File: src/rtl/round_timer_ctrl_pkg.sv
// round_timer_ctrl_pkg: shared state encodings, display width and helpers for the round timer
package round_timer_ctrl_pkg;
   localparam int DW = 4;
   localparam int DEF_CLK_PER_TICK = 50_000_000;
   localparam logic [2:0] S_IDLE   = 3'd0;
   localparam logic [2:0] S_ARM    = 3'd1;
   localparam logic [2:0] S_RUN    = 3'd2;
   localparam logic [2:0] S_SAMPLE = 3'd3;
   localparam logic [2:0] S_GAP    = 3'd4;
   localparam logic [2:0] S_DONE   = 3'd5;
   typedef struct packed {
      logic          round_start;
      logic          sample;
      logic          game_over;
      logic          active;
      logic [DW-1:0] time_left;
      logic [DW-1:0] round_num;
   } out_t;
   // only these states consume prescaler ticks and honour Hold
   function automatic logic is_timed(input logic [2:0] s);
      return s == S_RUN || s == S_GAP;
   endfunction
   function automatic logic is_active(input logic [2:0] s);
      return s == S_ARM || s == S_RUN || s == S_SAMPLE || s == S_GAP;
   endfunction
endpackage

File: src/rtl/round_timer_ctrl_if.sv
// round_timer_ctrl_if: control inputs and display/handshake outputs of the round timer
interface round_timer_ctrl_if;
   import round_timer_ctrl_pkg::*;
   logic          Allow;
   logic          Go;
   logic          Hold;
   logic          RoundStart;
   logic          Sample;
   logic          GameOver;
   logic          Active;
   logic [DW-1:0] TimeLeft;
   logic [DW-1:0] RoundNum;
   modport master (output Allow, Go, Hold,
                   input  RoundStart, Sample, GameOver, Active, TimeLeft, RoundNum);
   modport slave  (input  Allow, Go, Hold,
                   output RoundStart, Sample, GameOver, Active, TimeLeft, RoundNum);
endinterface

File: src/rtl/round_timer_ctrl_tick_prescaler.sv
// tick_prescaler: modulo-CLK_PER_TICK counter with a one-cycle Tick on wrap
module tick_prescaler #(
   parameter int CLK_PER_TICK = 4
) (
   input  logic Clk,
   input  logic Rst,
   input  logic En,
   input  logic Clr,
   output logic Tick
);
   localparam int W = $clog2(CLK_PER_TICK);
   logic [W-1:0] cnt_q, cnt_d;
   assign Tick = En && !Clr && cnt_q == W'(CLK_PER_TICK - 1);
   always_comb cnt_d = Clr ? '0 : !En ? cnt_q : Tick ? '0 : cnt_q + W'(1);
   always_ff @(posedge Clk or posedge Rst)
      if (Rst) cnt_q <= '0;
      else     cnt_q <= cnt_d;
endmodule

File: src/rtl/round_timer_ctrl.sv
// round_timer_ctrl: timed round sequencer issuing RoundStart/Sample per round and GameOver at the end
module round_timer_ctrl
   import round_timer_ctrl_pkg::*;
#(
   parameter int CLK_PER_TICK = DEF_CLK_PER_TICK,
   parameter int ROUND_TICKS  = 10,
   parameter int GAP_TICKS    = 2,
   parameter int MAX_ROUNDS   = 8
) (
   input  logic                Clk,
   input  logic                Rst,
   round_timer_ctrl_if.slave   bus
);
   logic [2:0]    state_q, state_d;
   logic [DW-1:0] gap_q, gap_d;
   out_t          out_q, out_d;
   logic          tick, pre_en, pre_clr;
   // clearing on Allow low suppresses a coincident tick so an abort never yields a Sample
   assign pre_en  = is_timed(state_q) && !bus.Hold;
   assign pre_clr = !bus.Allow || !is_timed(state_q);
   tick_prescaler #(.CLK_PER_TICK(CLK_PER_TICK)) u_pre (
      .Clk  (Clk),
      .Rst  (Rst),
      .En   (pre_en),
      .Clr  (pre_clr),
      .Tick (tick)
   );
   always_comb begin
      state_d = state_q;
      gap_d   = gap_q;
      out_d   = out_q;
      case (state_q)
         S_IDLE, S_DONE: if (bus.Go) begin
            state_d         = S_ARM;
            out_d.round_num = DW'(1);
         end
         S_ARM: state_d = S_RUN;
         S_RUN: if (tick) begin
            out_d.time_left = out_q.time_left - DW'(1);
            if (out_q.time_left == DW'(1)) state_d = S_SAMPLE;
         end
         S_SAMPLE: begin
            state_d = (out_q.round_num == DW'(MAX_ROUNDS)) ? S_DONE : S_GAP;
            gap_d   = '0;
         end
         S_GAP: if (tick) begin
            gap_d = gap_q + DW'(1);
            if (gap_q == DW'(GAP_TICKS - 1)) begin
               state_d         = S_ARM;
               out_d.round_num = out_q.round_num + DW'(1);
            end
         end
         default: state_d = S_IDLE;
      endcase
      if (!bus.Allow) state_d = S_IDLE;
      if (state_d == S_ARM) out_d.time_left = DW'(ROUND_TICKS);
      if (state_d == S_IDLE) begin
         out_d.time_left = '0;
         out_d.round_num = '0;
      end
      out_d.round_start = state_d == S_ARM;
      out_d.sample      = state_d == S_SAMPLE;
      out_d.game_over   = state_d == S_DONE;
      out_d.active      = is_active(state_d);
   end
   always_ff @(posedge Clk or posedge Rst)
      if (Rst) begin
         state_q <= S_IDLE;
         gap_q   <= '0;
         out_q   <= '0;
      end else begin
         state_q <= state_d;
         gap_q   <= gap_d;
         out_q   <= out_d;
      end
   assign bus.RoundStart = out_q.round_start;
   assign bus.Sample     = out_q.sample;
   assign bus.GameOver   = out_q.game_over;
   assign bus.Active     = out_q.active;
   assign bus.TimeLeft   = out_q.time_left;
   assign bus.RoundNum   = out_q.round_num;
endmodule

File: src/flat_wrapper.sv
// flat-port wrapper written by rule: the top's interface ports become plain ports
module round_timer_ctrl_flat import round_timer_ctrl_pkg::*;
#(
   parameter int CLK_PER_TICK = DEF_CLK_PER_TICK,
   parameter int ROUND_TICKS  = 10,
   parameter int GAP_TICKS    = 2,
   parameter int MAX_ROUNDS   = 8
)
  (Clk, Rst, bus_Allow, bus_Go, bus_Hold, bus_RoundStart, bus_Sample, bus_GameOver, bus_Active, bus_TimeLeft, bus_RoundNum);
  round_timer_ctrl_if bus_i ();
  input  logic Clk;
  input  logic Rst;
  input wire logic [$bits(bus_i.Allow)-1:0] bus_Allow;
  input wire logic [$bits(bus_i.Go)-1:0] bus_Go;
  input wire logic [$bits(bus_i.Hold)-1:0] bus_Hold;
  output wire logic [$bits(bus_i.RoundStart)-1:0] bus_RoundStart;
  output wire logic [$bits(bus_i.Sample)-1:0] bus_Sample;
  output wire logic [$bits(bus_i.GameOver)-1:0] bus_GameOver;
  output wire logic [$bits(bus_i.Active)-1:0] bus_Active;
  output wire logic [$bits(bus_i.TimeLeft)-1:0] bus_TimeLeft;
  output wire logic [$bits(bus_i.RoundNum)-1:0] bus_RoundNum;
  assign bus_i.Allow = bus_Allow;
  assign bus_i.Go = bus_Go;
  assign bus_i.Hold = bus_Hold;
  assign bus_RoundStart = bus_i.RoundStart;
  assign bus_Sample = bus_i.Sample;
  assign bus_GameOver = bus_i.GameOver;
  assign bus_Active = bus_i.Active;
  assign bus_TimeLeft = bus_i.TimeLeft;
  assign bus_RoundNum = bus_i.RoundNum;
  round_timer_ctrl #(.CLK_PER_TICK(CLK_PER_TICK), .ROUND_TICKS(ROUND_TICKS), .GAP_TICKS(GAP_TICKS), .MAX_ROUNDS(MAX_ROUNDS)) u_core (.Clk(Clk), .Rst(Rst), .bus(bus_i));
endmodule
File: config.mk
export PLATFORM = sky130hd
export DESIGN_NAME = round_timer_ctrl_flat
export DESIGN_NICKNAME = d
export VERILOG_FILES = /design/src/rtl/round_timer_ctrl_pkg.sv /design/src/rtl/round_timer_ctrl_if.sv /design/src/rtl/round_timer_ctrl_tick_prescaler.sv /design/src/rtl/round_timer_ctrl.sv /design/src/flat_wrapper.sv
export SDC_FILE = /design/constraint.sdc
export NUM_CORES = 1
export LEC_CHECK = 0
export BUFFER_PORTS_ARGS = -buffer_cell sky130_fd_sc_hd__buf_2
export CAP_MARGIN = 5
export CELL_PAD_IN_SITES_DETAIL_PLACEMENT = 1
export CELL_PAD_IN_SITES_GLOBAL_PLACEMENT = 1
export CORE_MARGIN = 5
export CORE_UTILIZATION = 40
export CTS_CLUSTER_DIAMETER = 30
export CTS_CLUSTER_SIZE = 28
export DETAILED_ROUTE_END_ITERATION = 6
export GPL_TIMING_DRIVEN = 0
export PLACE_DENSITY = 0.68
export SLEW_MARGIN = 20
export SYNTH_ARGS = -nofsm -noshare
export SYNTH_HDL_FRONTEND = slang
export SYNTH_HIERARCHICAL = 1
export SYNTH_SLANG_ARGS = --single-unit
export TNS_END_PERCENT = 10
File: constraint.sdc
create_clock -name Clk -period 6.5 [get_ports Clk]
set_input_delay 0.325 -clock Clk [delete_from_list [all_inputs] [get_ports Clk]]
set_output_delay 0.325 -clock Clk [all_outputs]
set_load 0.05 [all_outputs]
; ---- Yosys cells after proc, flatten, opt, wreduce, memory -nomap -nowiden
; Cells that the tools add are included.
[word_totals]
register_bits = 45
in_bits = 5
elab_cells = 75
[op_classes]
addsub = 4
n_eq_ne = 18
n_mux = 21
n_reduce_logical = 23
[op_table]
columns = op, count
row1 = two-way mux 26 bit, 3
row2 = two-way mux 4 bit, 7
row3 = adder 26 x 1 -> 26 bit (second input constant), 1
row4 = == test 26 bit (second input constant), 1
row5 = two-way mux 3 bit, 6
row6 = one-hot mux 4 bit (2 select lines), 2
row7 = one-hot mux 3 bit (5 select lines), 1
row8 = == test 3 x 2 -> 1 bit (second input constant), 4
row9 = == test 3 bit (second input constant), 4
row10 = nonzero test 3 bit, 3
row11 = adder 4 x 1 -> 4 bit (second input constant), 2
row12 = == test 4 x 1 -> 1 bit (second input constant), 2
row13 = two-way mux 8 bit, 1
row14 = == test 3 x 1 -> 1 bit (second input constant), 2
row15 = zero test 3 bit, 2
row16 = inequality test 3 bit (second input constant), 2
row17 = logical OR 1 bit, 5
row18 = == test 4 bit (second input constant), 1
row19 = zero test 1 bit, 4
row20 = AND reduction 2 bit, 2
row21 = AND reduction 4 bit, 1
row22 = nonzero test 2 bit, 2
row23 = subtractor 4 x 1 -> 4 bit (second input constant), 1
row24 = logical AND 1 bit, 3
row25 = other kinds (4), 4

; ---- Depth between registers and ports, before layout
; Gate-level depths: netlist (run 1).
[depth]
ltp_word = 14
mapped_depth = 12
depth_no_buf = 10

; ---- Modules after synthesis
; The synthesis (run 1) kept the hierarchy.
[by_module_without_submodules]
columns = module, n_inst, cells_per_inst, area_per_inst_um2, seq_area_each_um2
row1 = tick_prescaler, 1, 217, 1806.7, 650.6
row2 = round_timer_ctrl, 1, 119, 1149.9, 475.5

; ---- Least setup slack after synthesis (run 1)
; OpenSTA, ideal clock, no wires.
[synth_path]
path_type = flip-flop to flip-flop
from = register u_core.state_q[0]
to = register u_core.out_q, in the netlist u_core/bus.TimeLeft[1]
t_arrival_ns = 2.770
required_ns = 6.406
path_slack_ns = 3.636
path_stages_with_launch = 12
n_path_buf = 2
period_less_slack_ns = 2.864
cell_sequence = dfrtp_1 > buf_1 > a21oi_1 > nor2b_1 > nor4bb_1 > nand4_1 > nor2_1 > buf_2 > nand4bb_1 > nor4b_2 > a2111oi_4 > a211oi_1
[synth_lines]
columns = element, line_no
row1 = from (decl), round_timer_ctrl.sv:14  ; logic [2:0] state_q, state_d;
row2 = from (signal assigned), round_timer_ctrl.sv:72  ; state_q <= state_d;
row3 = == test 3 x 2 -> 1 bit or == test 3 bit (tied branches), round_timer_ctrl_pkg.sv:21  ; return s == S_RUN || s == S_GAP;
row4 = logical OR 1 bit (*), round_timer_ctrl_pkg.sv:21
row5 = logical AND 1 bit (*), round_timer_ctrl.sv:19  ; assign pre_en = is_timed(state_q) && !bus.Hold;
row6 = net u_core.pre_en, round_timer_ctrl.sv:17  ; logic tick, pre_en, pre_clr;
row7 = logical AND 1 bit (*) (2 in series), round_timer_ctrl_tick_prescaler.sv:13  ; assign Tick = En && !Clr && cnt_q == W'(CLK_PER_TICK - 1);
row8 = net u_core.tick, round_timer_ctrl.sv:17
row9 = two-way mux 3 bit (on tied branches), "round_timer_ctrl.sv:46, round_timer_ctrl.sv:38"
row10 = one-hot mux 3 bit (5 select lines), round_timer_ctrl.sv:32  ; case (state_q)
row11 = two-way mux 3 bit, round_timer_ctrl.sv:55  ; if (!bus.Allow) state_d = S_IDLE;
row12 = == test 3 x 1 -> 1 bit or zero test 3 bit (tied branches), "round_timer_ctrl.sv:56, round_timer_ctrl.sv:57"
row13 = nonzero test 3 bit (no line) or two-way mux 4 bit (tied branches), n/a
row14 = AND reduction 2 bit (no line) or two-way mux 8 bit (tied branches), n/a
row15 = to (signal assigned), round_timer_ctrl.sv:74  ; out_q <= out_d;
row16 = to (decl), round_timer_ctrl.sv:16  ; out_t out_q, out_d;
; The timed path passes the listed nets; every way through them passes the cells marked *.
; A chain may end at the register's enable or synchronous reset.

==> results of run 1 <==
[cell type report]
cell class,count,share of cell area
inverter,13,0.0149
buffer,21,0.0252
clock buffer,7,0.0263
timing repair buffer,16,0.0244
sequential,45,0.343
multi-input combinational,257,0.519
tap,99,0.0377
clock inverter,1,0.00915
[cells in the mapped netlist, types with 4 or more instances]
library cell | count | share of area
dfrtp_1 | 45 | 0.38
nor4_1 | 10 | 0.021
clkbuf_1 | 15 | 0.019
and3_1 | 6 | 0.013
inv_1 | 13 | 0.017
and4_1 | 7 | 0.021
nor4b_1 | 4 | 0.012
nand2_1 | 25 | 0.032
ha_1 | 8 | 0.034
nand3_1 | 13 | 0.022
and2_1 | 4 | 0.0085
o211ai_1 | 4 | 0.010
nor2_1 | 31 | 0.039
or2_2 | 4 | 0.0085
a31oi_1 | 5 | 0.011
a21oi_1 | 14 | 0.024
a311oi_1 | 4 | 0.012
xor2_1 | 5 | 0.015
nand4_1 | 16 | 0.034
nor3_1 | 12 | 0.020
o21ai_0 | 10 | 0.017
nand2b_1 | 12 | 0.025
o311ai_0 | 4 | 0.012
o31ai_1 | 6 | 0.015
[worst min-delay path by stage]
stage / from / end
after floorplan: Rst / u_core/bus.Active
after global placement: u_core/bus.RoundNum[3] / u_core/bus.RoundNum[3]
after detailed placement: u_core/bus.RoundNum[3] / u_core/bus.RoundNum[3]
after CTS: Rst / u_core/gap_q[1]
after global routing: Rst / u_core/u_pre/cnt_q[9]
final: Rst / u_core/u_pre/cnt_q[9]
[registers in the layout (all words and copies together), names as in the netlist]
signal,flops
u_core/bus.Active,1
u_core/bus.GameOver,1
u_core/bus.RoundNum,4
u_core/bus.RoundStart,1
u_core/bus.Sample,1
u_core/bus.TimeLeft,4
u_core/gap_q,4
u_core/state_q,3
u_core/u_pre/cnt_q,26
[metrics by stage]
step                cells  worst slack, ns
finish                459             2.81
global route          459             2.38
CTS                   459             2.76
detailed placement    451             2.80
global placement      451             2.73
floorplan             336             3.64
[logic make-up after synthesis]
| logic type | Yosys count |
|---|---|
| muxes | 3 |
| xor gates and xnor gates | 8 |
| DFF | 45 |
| adders and majority gates | 8 |
| and+or+nand+nor | 167 |
| buffers and inverters | 34 |
| AOI/OAI and AO/OA | 71 |
[routing by layer]
| layer | vias to the layer above | wire, um | GRT usage | part of all wire |
|---|---|---|---|---|
| li1 | 1309 | - | - | - |
| met5 | - | 0 | 0 | 0 |
| met3 | 7 | 396 | 0.0328 | 0.046 |
| met4 | 0 | 67 | 0.0533 | 0.0077 |
| met1 | 1394 | 4430 | 0.304 | 0.51 |
| met2 | 56 | 3780 | 0.305 | 0.44 |
[power breakdown]
group,internal (W),switching (W),leakage [nW]
registers,0.000286,0.00000594,0.623
logic,0.0000248,0.0000652,0.582
clock network,0.000126,0.000102,0.0585
==> results.cfg, run 1 <==
[timing]
setup_viol = 0
slew_headroom = 0.472
hold_ws_ns = 0.0898
fin_setup_tns_ns = 0
period_share = 0.567
layout_min_cycle_time_ns = 3.69
hold_violations = 0
clock_skew_ns = 0.00563
tightest_slew_ns = 0.792
clock.fmax_ghz = 0.271
rsz0062_at_grt = false
finalMaxSlewViolations = 0

[worst_setup_path]
slowest_stage = nor4b_2
endpoint = u_core/bus.Sample
critical_path.max_stage_delay_ns = 0.52
reg2reg_to = u_core/bus.Sample
cp.required_ns = 6.71
startpoint = u_core/state_q[0]
crit_buf_inv = 2
critPathArrivalTime_ns = 3.90
crit_family = simple AND/OR/NAND/NOR gates
reg2reg_from = u_core/state_q[0]
crit_type = flip-flop to flip-flop
r2r_slack_ns = 2.81
crit_chain = buf_1 > a21oi_1 > nor2b_1 > nor4bb_1 > nand4_1 > nor2_1 > buf_2 > nand4bb_1 > nor4b_2 > a2111oi_4 > nor4_1
critPathLaunchType = flip-flop
crit_fanout = 10
reg2reg_depth = 11
crit_path_end_kind = flip-flop
crit_cells = 11

[finish]
stdcell_area_um2 = 3280
syn2layout_area_growth_pct = 11.0
seqCellArea_um2 = 1130
fillCellCount = 875
layout_commonest_cell = dfrtp_1
drive_gt1_frac = 0.114
post-route-util = 0.455
antenna_cells = 0
multi_input_area_um2 = 1710
final_nets = 372
final_cell_mix = dfrtp_1, nor2_1, nand2_1

[synthesis]
ys_seq_area_frac = 0.381
synth-compound-area-share = 0.177
synth_flop_cell = dfrtp_1
synth_mux_area_frac = 0.0106
ys_seq_elements = 45
syn-mean-instance-area_um2 = 8.80
async_reset_ff_frac = 1.00
synth.distinct_cells = 60
syn_area_um2 = 2960
synthAdderAreaFrac = 0.0339
synth_top_family_by_area = simple AND/OR/NAND/NOR gates
ys_warn_count = 6
synth_edf_count = 0
syn_nets = 349
synth_cells = 336
synth_xor_area_frac = 0.0237
synth-simple-area-share = 0.329

[route]
wl_per_cell_um = 18.9
drc = 0
ant_nets = 0
drtIter0Drc = 150
via_per_inst = 6.03
vias = 2766
routed_wl_um = 8670
dr.pass1.iters = 4

[die]
die_y_um = 96.0
die_x_um = 96.0
rows = 31
dieArea_um2 = 9210
core-area_um2 = 7210
io_pins = 17
start_util = 0.410

[grt]
antenna_found_initial = 0
grt_first_pass_wirelength_um = 14600
grt_pass1_vias = 2825
grt_use_total = 0.204
grt_overflow = 0
grt_max_degree = 27

[clock_tree]
clk_latency_ns = 0.31
ctsResizeCount = 0
post_cts_buffers = 0
cts_buffer_depth = 2
cts_buffers = 5
clock-sinks = 45
cts.clk_slew.worst_paths_ns = 0.09
cts_tree = yes
htreeDepth = 2
hold_buffers = 0
cts-root-buf = clkbuf_8

[place]
placed_area_um2 = 3160
post-dp-hpwl_um = 6250
gp_congestion = 0.859
io_buffer_count = 16

[min_path]
hp-class = input port to asynchronous set/reset pin

[run]
cap_violations = 0

[outcome]
run_status = finished, final reports clean

[power]
power.leakage_nw = 1.26
vdd_drop_max_v = 0.0000880
power_density_nw_per_um2 = 186
power_w = 0.000609
Power figures use the tool's default switching activity.
==> inputs of run 2 (changes only) <==
ABC_AREA = 1   (was not set)
PLACE_DENSITY = 0.72   (was 0.68)
clock period = 3.2 ns   (was 6.5 ns; I/O delays follow)
==> results.cfg, run 2 <==
[clock_tree]
cts.clk_slew.worst_paths_ns = 0.10
cts-root-buf = clkbuf_8
cts_tree = yes
clk_latency_ns = 0.30
cts_buffer_depth = 2
clock-sinks = 45
cts_buffers = 5
htreeDepth = 2

[route]
dr.pass1.iters = 4
vias = 2459
ant_nets = 0
wl_per_cell_um = 14.1
drc = 0
drtIter0Drc = 58
via_per_inst = 4.92
routed_wl_um = 7040

[timing]
finalMaxSlewViolations = 0
period_share = 0.848
hold_ws_ns = 0.166
layout_min_cycle_time_ns = 2.71
clock.fmax_ghz = 0.369
hold_violations = 0
slew_headroom = 0.484
fin_setup_tns_ns = 0
tightest_slew_ns = 0.773
clock_skew_ns = 0.0101
setup_viol = 0
rsz0062_at_grt = false

[grt]
antenna_found_initial = 0
grt_max_degree = 27
grt_overflow = 0
grt_use_total = 0.172
grt_pass1_vias = 2612
grt_first_pass_wirelength_um = 12100

[worst_setup_path]
critPathLaunchType = flip-flop
slowest_stage = dfrtp_1
crit_path_end_kind = flip-flop
reg2reg_depth = 16
cp.required_ns = 3.41
critPathArrivalTime_ns = 2.92
reg2reg_from = u_core/state_q[1]
crit_top_cell = nand2_1
r2r_slack_ns = 0.49
crit_type = flip-flop to flip-flop
crit_family = simple AND/OR/NAND/NOR gates
reg2reg_to = u_core/bus.Active
crit_fanout = 5
crit_chain = inv_2 > nand3_4 > a21oi_1 > nand2_1 > nor2_1 > nand2_1 > nor4_2 > inv_1 > nor2_4 > nand2_2 > nand3_2 > nand2_4 > clkinv_2 > nand2_1 > o21ai_1 > inv_1
crit_buf_inv = 4
critical_path.max_stage_delay_ns = 0.46

[synthesis]
syn-mean-instance-area_um2 = 7.67
syn_nets = 389
ys_warn_count = 6
ys_seq_elements = 45
yosys.cell_count.top_type = nand2_1
async_reset_ff_frac = 1.00
synth_top_area_share = 0.390
synth_edf_count = 0
synth_flop_cell = dfrtp_1
synthTopCellsByArea = dfrtp_1, nand2_1, inv_1, nand3_1, nor2_1
synth_cells = 376
syn_area_um2 = 2880
yosysTopAreaCell = dfrtp_1
synth.distinct_cells = 35
synthTopCellsByCount = nand2_1, inv_1, dfrtp_1, nor2_1, nand3_1
ys_seq_area_frac = 0.390

[power]
vdd_drop_max_v = 0.000204
power_density_nw_per_um2 = 356
power.leakage_nw = 1.47

[finish]
regMostFlops = u_core/u_pre/cnt_q
antenna_cells = 0
layout_commonest_cell = nand2_1
syn2layout_area_growth_pct = 10.8
final_cell_mix = nand2_1, inv_1, dfrtp_1
largest_reg_flops = 26
final_nets = 413
fillCellCount = 931
drive_gt1_frac = 0.182

[place]
gp_congestion = 0.757
io_buffer_count = 16
post-dp-hpwl_um = 5330

[die]
die_y_um = 94.9
core-area_um2 = 7140
io_pins = 17
die_x_um = 94.9
rows = 31
dieArea_um2 = 9010
start_util = 0.404

[min_path]
min_to = u_core/u_pre/cnt_q[24]
hold_depth = 4
hp-class = input port to flip-flop
hp-start = bus_Hold

[run]
cap_violations = 0

[outcome]
run_status = finished, final reports clean
==> run 2: cell count changes after synthesis, moves of 9 or more <==
cell,before,now
nand2_1,25,102
inv_1,13,47
nand3_1,13,27
clkbuf_1,15,2
nand2_2,0,12
nand2b_1,12,0
o21ai_1,0,11
nor3_1,12,3
nor4_1,10,1
==> run 2: tightest hold or removal path, stage by stage <==
cell and delay, ns:
buf_2 0.09, a21oi_1 0.06, nand4_1 0.09, nand2_1 0.05
==> run 2: stage by stage <==
stage / power, W / cells / setup WS, ns / instance area, um^2 / util
after floorplan: 0.000737 / 376 / 0.899 / 2880 / -
after global placement: 0.000778 / 491 / 0.336 / 3090 / 0.433
after detailed placement: 0.000783 / 491 / 0.266 / 3090 / 0.433
after CTS: 0.00116 / 499 / 0.234 / 3180 / 0.445
after global routing: 0.00121 / 500 / 0.153 / 3190 / 0.448
final: 0.00114 / 500 / 0.488 / 3190 / 0.448
==> run 2: worst max path at each step <==
stage	cells after the start	from	end
floorplan	16	u_core/state_q[0]	u_core/bus.Active
global placement	16	u_core/state_q[1]	u_core/bus.Active
detailed placement	16	u_core/state_q[0]	u_core/bus.Active
CTS	15	u_core/state_q[1]	u_core/bus.TimeLeft[0]
global route	15	u_core/state_q[1]	u_core/bus.TimeLeft[0]
finish	16	u_core/state_q[1]	u_core/bus.Active
==> run 2: cell type report <==
cell class | count | area (um^2) | area share
Multi-Input combinational cell | 274 | 1530 | 0.480
Sequential cell | 45 | 1130 | 0.353
Inverter | 53 | 200 | 0.0627
Tap cell | 99 | 124 | 0.0388
Timing Repair Buffer | 17 | 90.1 | 0.0282
Clock buffer | 5 | 68.8 | 0.0215
Buffer | 4 | 30.0 | 0.00940
Clock inverter | 3 | 21.3 | 0.00666
==> run 2: what timing repair did <==
action                                  CTS  global route
hold endpoints to repair                  0            26
hold buffers                              0             1
setup buffers                             0             0
endpoints found under the setup margin    0             9
gates resized for setup                   0             1
==> run 2: cells by family (layout without fill, tap and decap cells) <==
| logic type | count (synthesis) | after routing | share of synthesized area |
|---|---|---|---|
| xor gates and xnor gates | 14 | 14 | 0.0425 |
| AOI/OAI and AO/OA | 46 | 46 | 0.0933 |
| buffers and inverters | 57 | 82 | 0.0798 |
| adders and majority gates | 8 | 8 | 0.0347 |
| DFF | 45 | 45 | 0.390 |
| and+or+nand+nor | 206 | 206 | 0.359 |
==> run 2: report_power, final <==
part	internal, W	total [W]	switching (W)
clock network	0.000155	0.000369	0.000214
logic	0.0000415	0.000173	0.000131
registers	0.000582	0.000595	0.0000130
==> run 2: layer usage <==
metal,up-vias,GRT usage,part of all wire
met5,-,0,0
met4,0,0.0421,0.0051
met3,6,0.0215,0.013
met2,21,0.309,0.51
met1,1180,0.217,0.47
li1,1252,-,-
==> inputs of run 3 (changes only) <==
PLACE_DENSITY = 0.7   (was 0.72)
clock period = 2.8 ns   (was 3.2 ns; I/O delays follow)
==> results.cfg, run 3 (same netlist as run 2, synthesis figures left out) <==
[grt]
grt_max_degree = 27
grt_use_total = 0.184
grt_first_pass_wirelength_um = 13000
antenna_found_initial = 0
grt_overflow = 0
grt_pass1_vias = 2707

[worst_setup_path]
critPathLaunchType = flip-flop
endpoint = u_core/bus.TimeLeft[0]
crit_chain = inv_2 > nand3_4 > nand2_1 > nand2_1 > inv_1 > nand2_1 > nor2_1 > nand2_1 > nor4_4 > inv_2 > nor2_2 > nand2_1 > nand3_2 > nand2_4 > nand3_4 > nand2_2 > a21oi_2
r2r_slack_ns = 0.28
critPathArrivalTime_ns = 2.74
reg2reg_to = u_core/bus.TimeLeft[0]
crit_top_cell = nand2_1
reg2reg_depth = 17
crit_fanout = 10
reg2reg_from = u_core/state_q[0]
crit_type = flip-flop to flip-flop
critical_path.max_stage_delay_ns = 0.42
startpoint = u_core/state_q[0]
crit_family = simple AND/OR/NAND/NOR gates
slowest_stage = dfrtp_1
crit_path_end_kind = flip-flop
cp.required_ns = 3.03
crit_buf_inv = 3
crit_cells = 17

[power]
power.share.clock = 0.342
vdd_drop_max_v = 0.000215
p_int_w = 0.000937
power_density_nw_per_um2 = 416
pwr-share-comb = 0.149
power.leakage_nw = 1.50
netSwitchingPower_w = 0.000400
p_seq_frac = 0.509
switching_share = 0.299
power_w = 0.00134

[timing]
period_share = 0.898
rsz0062_at_grt = false
layout_min_cycle_time_ns = 2.52
setup_viol = 0
slew_headroom = 0.488
clock_skew_ns = 0.0126
tightest_slew_ns = 0.767
hold_violations = 0
fin_setup_tns_ns = 0
clock.fmax_ghz = 0.398
finalMaxSlewViolations = 0

[finish]
final_cell_mix = nand2_1, inv_1, dfrtp_1
largest_reg_flops = 26
syn2layout_area_growth_pct = 11.6
drive_gt1_frac = 0.190
fillCellCount = 910
final_nets = 413
layout_commonest_cell = nand2_1
stdcell_area_um2 = 3220
antenna_cells = 0
regMostFlops = u_core/u_pre/cnt_q

[clock_tree]
cts_buffers = 5
cts_tree = yes
cts.clk_slew.worst_paths_ns = 0.08
cts_buffer_depth = 2
clock-sinks = 45
post_cts_buffers = 0
htreeDepth = 2
cts-root-buf = clkbuf_8
clk_latency_ns = 0.30

[route]
vias = 2504
ant_nets = 0
via_per_inst = 5.01
routed_wl_um = 7130
drc = 0
dr.pass1.iters = 4
wl_per_cell_um = 14.3
drtIter0Drc = 61

[die]
rows = 31
io_pins = 17
die_x_um = 94.9
core-area_um2 = 7140
start_util = 0.404
die_y_um = 94.9
dieArea_um2 = 9010

[place]
post-dp-hpwl_um = 5480
gp_congestion = 0.782
io_buffer_count = 16
placed_area_um2 = 3090

[run]
cap_violations = 0

[outcome]
run_status = finished, final reports clean

[min_path]
hp-class = input port to flip-flop
==> run 3: cell count changes in the layout (fill, tap and decap cells not counted), sizes merged <==
cell / previous run / this run
clkbuf: 7 / 9
clkinvlp: 1 / 0
inv: 53 / 52
==> run 3: stage by stage <==
stage / hold WS, ns / worst slack [ns] / utilization / cells
finish: 0.142 / 0.285 / 0.451 / 500
global route: 0.147 / 0.0118 / 0.451 / 500
CTS: 0.00926 / 0.0438 / 0.448 / 499
global placement: 0.326 / 0.0103 / 0.433 / 491
floorplan: 0.0911 / 0.499 / - / 376
detailed placement: 0.350 / -0.0864 / 0.433 / 491
==> run 3: routing by layer <==
| layer | GRT usage | routed length [um] | vias up |
|---|---|---|---|
| met3 | 0.0311 | 161 | 10 |
| met5 | 0 | 0 | - |
| met2 | 0.324 | 3590 | 34 |
| li1 | - | - | 1252 |
| met4 | 0.0517 | 92 | 0 |
| met1 | 0.231 | 3280 | 1208 |
==> run 3: worst reg2reg max path: stages, from the launching register on <==
cell and delay, ns:
dfrtp_1 0.42, inv_2 0.13, nand3_4 0.12, nand2_1 0.09
nand2_1 0.06, inv_1 0.07, nand2_1 0.10, nor2_1 0.10
nand2_1 0.11, nor4_4 0.29, inv_2 0.10, nor2_2 0.20
nand2_1 0.10, nand3_2 0.13, nand2_4 0.08, nand3_4 0.13
nand2_2 0.08, a21oi_2 0.12
==> run 3: cell type report <==
class | instances | area (um^2) | share of cell area
Buffer | 4 | 30.0 | 0.00933
Clock buffer | 7 | 96.3 | 0.0299
Clock inverter | 1 | 5.00 | 0.00155
Inverter | 53 | 200 | 0.0622
Multi-Input combinational cell | 274 | 1550 | 0.480
Sequential cell | 45 | 1130 | 0.350
Tap cell | 99 | 124 | 0.0385
Timing Repair Buffer | 17 | 90.1 | 0.0280
==> run 3: worst min path at each step <==
stage             start                     end  slack (ns)  cells past startpoint
2_1_floorplan       Rst       u_core/bus.Active        0.09                      1
3_3_place_gp        Rst   u_core/bus.RoundStart        0.33                      2
3_5_place_dp        Rst   u_core/bus.RoundStart        0.35                      2
4_1_cts             Rst         u_core/gap_q[2]       0.009                      2
5_1_grt        bus_Hold  u_core/u_pre/cnt_q[24]        0.15                      4
6_report       bus_Hold  u_core/u_pre/cnt_q[24]        0.14                      4
==> run 3: power groups by stage <==
stage / sequential [W] / combinational [W] / clock [W]
floorplan: 0.000735 / 0.000108 / 0
global placement: 0.000693 / 0.000198 / 0
detailed placement: 0.000693 / 0.000202 / 0
CTS: 0.000681 / 0.000203 / 0.000475
global route: 0.000685 / 0.000222 / 0.000515
finish: 0.000681 / 0.000200 / 0.000457
==> run 3: what timing repair did <==
item,CTS,global route
endpoints found under the setup margin,7,10
gates cloned,0,0
resized for setup,1,4
hold buffers,0,1
hold endpoints to repair,0,26
